**config.mk**
```make
export PLATFORM = sky130hd
export DESIGN_NAME = dispatch_queue
export DESIGN_NICKNAME = d
export VERILOG_FILES = /design/src/rtl/dispatch_queue.sv
export SDC_FILE = /design/constraint.sdc
export NUM_CORES = 1
export LEC_CHECK = 0
export ABC_AREA = 1
export BUFFER_PORTS_ARGS = -buffer_cell sky130_fd_sc_hd__buf_2
export CORE_MARGIN = 4
export CORE_UTILIZATION = 57
export CTS_BUF_LIST = sky130_fd_sc_hd__clkbuf_4 sky130_fd_sc_hd__clkbuf_8
export DETAILED_ROUTE_END_ITERATION = 6
export PLACE_DENSITY = 0.91
export SYNTH_ARGS = -nofsm -noshare
export SYNTH_HDL_FRONTEND = slang
export SYNTH_SLANG_ARGS = --single-unit
```
**constraint.sdc**
```tcl
create_clock -name CLK -period 6.62 [get_ports CLK]
set_input_delay 0.662 -clock CLK [delete_from_list [all_inputs] [get_ports CLK]]
set_output_delay 0.662 -clock CLK [all_outputs]
set_load 0.02 [all_outputs]
```
**src/rtl/dispatch_queue.sv**
```systemverilog
// dispatch_queue: decode->schedule FIFO driving slot 0 of the MAIN_*/COP_* buses, NOP bubble when empty.
// Define DISPATCH_BYPASS_EN to present an empty-queue instruction the same cycle it arrives.
module dispatch_queue #(
    parameter int unsigned COP_NUMS = 32'd1,
    parameter int unsigned PNUMS    = COP_NUMS + 1,
    parameter int unsigned DEPTH    = 4
) (
    input  logic                  CLK,
    input  logic                  RST,
    input  logic                  FLUSH,
    input  logic                  STALL,
    input  logic                  MMU_WAIT,
    input  logic                  DECODE_VALID,
    output logic                  DECODE_READY,
    input  logic [31:0]           DECODE_PC,
    input  logic [16:0]           DECODE_OPCODE,
    input  logic [4:0]            DECODE_RD,
    input  logic [4:0]            DECODE_RS1,
    input  logic [4:0]            DECODE_RS2,
    input  logic [11:0]           DECODE_CSR,
    input  logic [31:0]           DECODE_IMM,
    input  logic                  DECODE_MAIN_HIT,
    input  logic                  DECODE_COP_HIT,
    output logic [PNUMS-1:0]      MAIN_ACCEPT,
    output logic [32*PNUMS-1:0]   MAIN_PC,
    output logic [17*PNUMS-1:0]   MAIN_OPCODE,
    output logic [5*PNUMS-1:0]    MAIN_RD,
    output logic [5*PNUMS-1:0]    MAIN_RS1,
    output logic [5*PNUMS-1:0]    MAIN_RS2,
    output logic [12*PNUMS-1:0]   MAIN_CSR,
    output logic [32*PNUMS-1:0]   MAIN_IMM,
    output logic [PNUMS-1:0]      COP_ACCEPT,
    output logic [32*PNUMS-1:0]   COP_PC,
    output logic [5*PNUMS-1:0]    COP_RD,
    output logic [5*PNUMS-1:0]    COP_RS1,
    output logic [5*PNUMS-1:0]    COP_RS2
);
    localparam int AW = $clog2(DEPTH);
    localparam logic [16:0] NOP_OP = {7'b0010011, 3'b000, 7'b0000000};

    typedef struct packed {
        logic [31:0] pc;
        logic [16:0] opcode;
        logic [4:0]  rd;
        logic [4:0]  rs1;
        logic [4:0]  rs2;
        logic [11:0] csr;
        logic [31:0] imm;
        logic        main_hit;
        logic        cop_hit;
    } entry_t;

    entry_t          mem_q [DEPTH];
    logic [AW-1:0]   wr_ptr_q, wr_ptr_d, rd_ptr_q, rd_ptr_d;
    logic [AW:0]     count_q, count_d;
    logic            adv, empty, push, pop, bypass, head_vld;
    entry_t          din, head;

    assign din = {DECODE_PC, DECODE_OPCODE, DECODE_RD, DECODE_RS1, DECODE_RS2,
                  DECODE_CSR, DECODE_IMM, DECODE_MAIN_HIT, DECODE_COP_HIT};

    always_comb begin
        adv          = !STALL && !MMU_WAIT;
        empty        = count_q == '0;
        DECODE_READY = count_q != (AW+1)'(DEPTH);
`ifdef DISPATCH_BYPASS_EN
        bypass       = empty && DECODE_VALID && adv && !FLUSH;
`else
        bypass       = 1'b0;
`endif
        // A bypassed instruction is consumed directly and never occupies an entry.
        push         = DECODE_VALID && DECODE_READY && !FLUSH && !bypass;
        pop          = adv && !empty;
        wr_ptr_d     = FLUSH ? '0 : wr_ptr_q + AW'(push);
        rd_ptr_d     = FLUSH ? '0 : rd_ptr_q + AW'(pop);
        count_d      = FLUSH ? '0 : count_q + (AW+1)'(push) - (AW+1)'(pop);
        head_vld     = bypass || !empty;
        head         = bypass ? din : (empty ? '0 : mem_q[rd_ptr_q]);
    end

    always_ff @(posedge CLK or posedge RST) begin
        if (RST) begin
            wr_ptr_q <= '0;
            rd_ptr_q <= '0;
            count_q  <= '0;
        end else begin
            wr_ptr_q <= wr_ptr_d;
            rd_ptr_q <= rd_ptr_d;
            count_q  <= count_d;
        end
    end

    always_ff @(posedge CLK) begin
        if (push) mem_q[wr_ptr_q] <= din;
    end

    always_comb begin
        MAIN_ACCEPT        = '0;
        MAIN_PC            = '0;
        MAIN_OPCODE        = '0;
        MAIN_RD            = '0;
        MAIN_RS1           = '0;
        MAIN_RS2           = '0;
        MAIN_CSR           = '0;
        MAIN_IMM           = '0;
        COP_ACCEPT         = '0;
        COP_PC             = '0;
        COP_RD             = '0;
        COP_RS1            = '0;
        COP_RS2            = '0;
        MAIN_ACCEPT[0]     = head_vld && head.main_hit;
        MAIN_PC[31:0]      = head.pc;
        MAIN_OPCODE[16:0]  = head_vld ? head.opcode : NOP_OP;
        MAIN_RD[4:0]       = head.rd;
        MAIN_RS1[4:0]      = head.rs1;
        MAIN_RS2[4:0]      = head.rs2;
        MAIN_CSR[11:0]     = head.csr;
        MAIN_IMM[31:0]     = head.imm;
        COP_ACCEPT[0]      = head_vld && head.cop_hit;
        COP_PC[31:0]       = head.pc;
        COP_RD[4:0]        = head.rd;
        COP_RS1[4:0]       = head.rs1;
        COP_RS2[4:0]       = head.rs2;
    end
endmodule

```
==> impl_metrics.yaml, run 1 <==
finish:
  fin_nets: 2337
  layout-drive-gt1-share: 0.231
  final_cell_mix: "440 x inv_1, 440 x edfxtp_1, 414 x nand2_1"
  syn_to_final_growth_pct: 9.00
  fillers: 2626
routing:
  detail_route.iter0.violations: 1303
  viasPerCell: 5.08
  first_pass_iters: 5
  vias: 13931
  route.detailed.drc: 0
  wl_per_cell_um: 17.7
  drt-total-wl_um: 48500
  antenna_left: 0
critical_path:
  critPathCaptureType: "primary output"
  cp.required_ns: 5.96
  regToRegSetupSlack_ns: 3.27
  worstSetupPathType: "flip-flop to primary output"
  path_max_fanout: 145
  crit_path_start_kind: "flip-flop"
  arrival_ns: 3.31
floorplanning:
  ios: 431
  dieHeight_um: 201
  fp-row-count: 70
  coreArea_um2: 36600
  initial_core_util: 0.578
  die_w_um: 201
  dieArea_um2: 40300
global_routing:
  antenna_found_initial: 9
  grtUsageTotal: 0.232
  grt_start_max_net_pins: 146
  grt_pass1_wl_um: 74200
  gr-total-overflow: 0
  grt_pass1_vias: 14004
yosys:
  ys_types: 23
  netlist_top_cells_area: "edfxtp_1 62%, inv_1 7.8%, buf_4 7.6%"
  ys_seq_elements: 447
  synth_area_um2: 21200
  synth_xor_area_frac: 0.000414
  synth_top_area_frac: 0.625
  avgSynthCellArea_um2: 10.7
  synth_edf_count: 440
  synth-compound-area-share: 0.0331
  postSynthCellCount: 1985
  async_flop_share: 0.0157
  yosysWarnings: 0
  ys_seq_area_frac: 0.633
  yosys.area_share.adder: 0.00331
  yosysTopAreaCell: "edfxtp_1"
  synth-simple-area-share: 0.150
  synth_top_family_by_area: "buffers and inverters"
  synthMuxAreaShare: 0
  synthFlopType: "edfxtp_1"
placed_design:
  post-dp-hpwl_um: 29500
  portBuffers: 273
  gp_congestion: 0.779
outcome:
  status: "finished, final reports clean"
clocking:
  htreeDepth: 3
  clkTransAtPathRegs_ns: 0.07
  clk-insertion-delay-late_ns: 0.61
  cts_made_buffers: 73
  cts.root.buffer_cell: "clkbuf_8"
  cts_buffer_depth: 3
  cts.sinks: 447
  cts_tree: "yes"
timing:
  max-slew-margin-rel: 0.145
  tightest_slew_ns: 1.28
  rsz0062_at_grt: "false"
  setup_viol: 0
  whs_ns: 0.270
  min_period_ns: 3.97
  finalSetupTns_ns: 0
  skew_ns: 0.0346
  post-route-period-util: 0.600
  drv_slew: 0
  fmax_mhz: 252
  timing.final.hold_violations: 0
power_and_ir_drop:
  max-vdd-ir-drop_uv: 390
  power_leakage_nw: 10.7
  pwr_density_cell_nw_per_um2: 366
min_path:
  hold_path_class: "primary input to flip-flop"
run:
  cap_violations: 0
==> worst max-delay path, stage by stage, from the launching register on <==
cell and delay (ns):
dfrtp_4 0.60, inv_8 0.62, buf_4 0.80, nand2_1 0.14, nand3_1 0.14, a21oi_2 0.12, buf_2 0.22
==> cells by family (layout without fill, tap and decap cells) <==
family,after synthesis,after routing
buffers and inverters,732,856
xor gates and xnor gates,1,1
other,1,165
DFF,447,447
AOI/OAI and AO/OA,110,110
and+or+nand+nor,689,689
adders and majority gates,5,5
==> sequential cells by signal (all words and copies together), names as in the netlist <==
signal    cells
rd_ptr_q      2
count_q       3
mem_q       440
wr_ptr_q      2
==> path summary, 6_finish.rpt <==
kind | cells past startpoint | end | startpoint
setup / recovery | 6 | COP_PC[27] | rd_ptr_q[0]$_DFF_PP0_
hold / removal | 1 | mem_q[3][9]$_DFFE_PP_ | DECODE_IMM[7]
min in group asynchronous | 3 | rd_ptr_q[1]$_DFF_PP0_ | RST
setup reg to reg | 12 | count_q[2]$_DFF_PP0_ | count_q[2]$_DFF_PP0_
max in group asynchronous | 3 | rd_ptr_q[0]$_DFF_PP0_ | RST
hold reg to reg | 2 | count_q[1]$_DFF_PP0_ | count_q[1]$_DFF_PP0_
==> stage by stage <==
step	util	worst slack (ns)	std cells	power (mW)	area, um^2
after floorplan	-	0.529	2141	5.63	21700
after global routing	0.629	2.42	2736	8.82	23000
after global placement	0.593	3.20	2608	6.20	21700
after detailed placement	0.593	3.10	2608	6.29	21700
final	0.630	2.65	2741	8.44	23100
after CTS	0.629	2.56	2733	8.50	23000
==> area by class of cell <==
class	count	area [um^2]	share of cell area
flip-flops and latches	447	13400	0.581
multi-input cells	962	4570	0.198
inverters	443	1670	0.0725
repair buffers	289	1500	0.0651
clock buffers	97	1190	0.0517
well taps	468	586	0.0254
clock inverters	27	120	0.00521
diodes	8	20.0	0.000868
==> cells in the mapped netlist (3+ instances only) <==
cell type and number:
ha_1 4, buf_4 214, nor2_1 11, a21oi_1 69, nand2_2 40, nand3_2 40, dfrtp_1 7, edfxtp_1 440
inv_2 3, buf_1 3, buf_6 28, nand2_1 414, buf_2 39, nand3_1 182, clkbuf_1 5, inv_1 440
a21oi_2 40
==> power breakdown <==
| group | switching [mW] | internal (mW) |
|---|---|---|
| Clock | 1.03 | 1.16 |
| Combinational | 2.19 | 0.744 |
| Sequential | 0.0529 | 3.27 |
==> per-layer routing <==
layer / up-vias / GRT usage / share of wire
met5: - / 0 / 0.0013
met2: 781 / 0.404 / 0.51
met4: 10 / 0.105 / 0.037
li1: 6390 / - / -
met3: 132 / 0.0517 / 0.093
met1: 6618 / 0.276 / 0.36
==> repair_timing <==
| action | 4_1_cts | 5_1_grt |
|---|---|---|
| hold buffers | 1 | 0 |
| setup buffers | 0 | 0 |
| gates resized for setup | 0 | 0 |
| endpoints found under the hold margin | 7 | 0 |
Power figures use the tool's default switching activity.
==> run 2, diff against run 1 <==
- CORE_UTILIZATION: 57 -> 52
- PLACE_DENSITY: 0.91 -> 0.88
- clock period: 6.62 -> 3.4 ns (I/O delays scaled with it)
==> run 2 against run 1 <==
Effect of this change: first-iteration DRC count down 2.8%; total power up 100%; setup slack worse by 2.3 ns; hold slack better by 0.0058 ns; count of clock-buffer cells in the layout up 7; combinational power up 100%; clock power up 100%; largest power group unchanged; sequential share of layout area down 3.6 points; final cell count up 6.3%; wire length up 12%; core utilization down 1.5 points.
==> impl_metrics.yaml, run 2 (synthesis results as in run 1) <==
finish:
  layout-drive-gt1-share: 0.229
  syn_to_final_growth_pct: 16.2
  fillers: 2889
  regArea_um2: 13400
  final_cell_area_um2: 24600
  diodes: 0
  layout.cells.non_filler: 2914
  fin_nets: 2463
  multi_input_area_um2: 4570
  largest_reg_flops: 440
  top_regs: "mem_q: 440 flops, count_q: 3 flops"
  final_cell_mix: "440 x inv_1, 440 x edfxtp_1, 414 x nand2_1"
  largest-register: "mem_q"
floorplanning:
  ios: 431
  dieArea_um2: 44000
  die_w_um: 210
  coreArea_um2: 40000
  fp-row-count: 73
  dieHeight_um: 210
  initial_core_util: 0.529
clocking:
  cts_made_buffers: 72
  cts.sinks: 447
  cts_resized: 0
  postCtsSetupBuffers: 0
  clk-insertion-delay-late_ns: 0.61
  cts.root.buffer_cell: "clkbuf_8"
  cts_hold_buf: 112
  htreeDepth: 3
  cts_tree: "yes"
  cts_buffer_depth: 3
  clkTransAtPathRegs_ns: 0.06
power_and_ir_drop:
  seqPwrFrac: 0.383
  max-vdd-ir-drop_uv: 806
  pwr_density_cell_nw_per_um2: 687
  clkPwrFrac: 0.265
  p_switching_mw: 6.54
  internal_power_mw: 10.3
  p_comb_frac: 0.352
  total_power_mw: 16.9
  swShare: 0.387
  power_leakage_nw: 11.4
global_routing:
  grt_pass1_wl_um: 82100
  grt_start_max_net_pins: 156
  grtUsageTotal: 0.238
  grt_pass1_vias: 15336
  gr-total-overflow: 0
  antenna_found_initial: 0
critical_path:
  r2r_start: "count_q[1]$_DFF_PP0_"
  arrival_ns: 2.71
  critPathCaptureType: "primary output"
  cp.required_ns: 3.06
  setup.worst_path.end: "MAIN_RS1[3]"
  reg2regPathDepth: 11
  path_max_fanout: 155
  crit_path_start_kind: "flip-flop"
  regToRegSetupSlack_ns: 1.05
  worstReg2RegEnd: "count_q[2]$_DFF_PP0_"
  worstSetupPathType: "flip-flop to primary output"
  crit_path_start: "rd_ptr_q[0]$_DFF_PP0_"
placed_design:
  post-dp-hpwl_um: 29500
  placed_cell_area_um2: 22100
  dp.cells: 2681
  gp_congestion: 0.801
  portBuffers: 273
timing:
  rsz0062_at_grt: "false"
  finalSetupTns_ns: 0
  tightest_slew_ns: 1.00
  drv_slew: 0
  timing.final.hold_violations: 0
  max-slew-margin-rel: 0.333
  fmax_mhz: 328
  post-route-period-util: 0.897
  min_period_ns: 3.05
  setup_viol: 0
  skew_ns: 0.0260
routing:
  drt-total-wl_um: 54100
  wl_per_cell_um: 18.6
  route.detailed.drc: 0
  viasPerCell: 5.07
  antenna_left: 0
  detail_route.iter0.violations: 1266
  vias: 14778
  first_pass_iters: 6
run:
  cap_violations: 0
outcome:
  status: "finished, final reports clean"
min_path:
  hold_path_class: "primary input to async pin"
run 2: cell type report:
cell class,count,area share
Sequential cell,447,0.545
Multi-Input combinational cell,962,0.186
Timing Repair Buffer,416,0.119
Inverter,443,0.0680
Clock buffer,104,0.0519
Tap cell,525,0.0267
Clock inverter,17,0.00341
run 2: how the worst min path moves through the flow:
stage,from,slack (ns),end
floorplan,RST,0.14,count_q[0]$_DFF_PP0_
global placement,RST,0.29,rd_ptr_q[1]$_DFF_PP0_
detailed placement,RST,0.30,count_q[2]$_DFF_PP0_
CTS,MMU_WAIT,0.25,rd_ptr_q[0]$_DFF_PP0_
global route,RST,0.29,rd_ptr_q[1]$_DFF_PP0_
finish,RST,0.28,wr_ptr_q[0]$_DFF_PP0_
run 2: stage by stage:
| step | util | worst slack (ns) | hold slack (ns) |
|---|---|---|---|
| finish | 0.615 | 0.350 | 0.276 |
| global route | 0.615 | 0.302 | 0.288 |
| CTS | 0.615 | 0.432 | 0.252 |
| detailed placement | 0.553 | 1.02 | 0.298 |
| global placement | 0.553 | 1.08 | 0.293 |
| floorplan | - | -0.845 | 0.143 |
run 2: power by group through the flow:
stage | sequential (mW) | combinational [mW] | clock (mW)
after global routing | 6.48 | 6.29 | 4.81
after detailed placement | 6.57 | 5.74 | 0
after floorplan | 6.55 | 4.40 | 0
final | 6.47 | 5.95 | 4.47
after global placement | 6.55 | 5.62 | 0
after CTS | 6.46 | 5.89 | 4.49
run 2: worst max-delay path: stages (launching register included):
cell and delay [ns]:
dfrtp_4 0.61, buf_12 0.24, nand2_1 0.26, nand3_1 0.10, a21oi_1 0.33, buf_2 0.24
run 2: routing by layer:
layer,up-vias,routed length [um],track usage,share of wire
met5,-,0,0,0
met4,0,2390,0.117,0.044
met3,184,4770,0.0457,0.088
met2,896,28100,0.429,0.52
met1,7079,18800,0.270,0.35
li1,6619,-,-,-
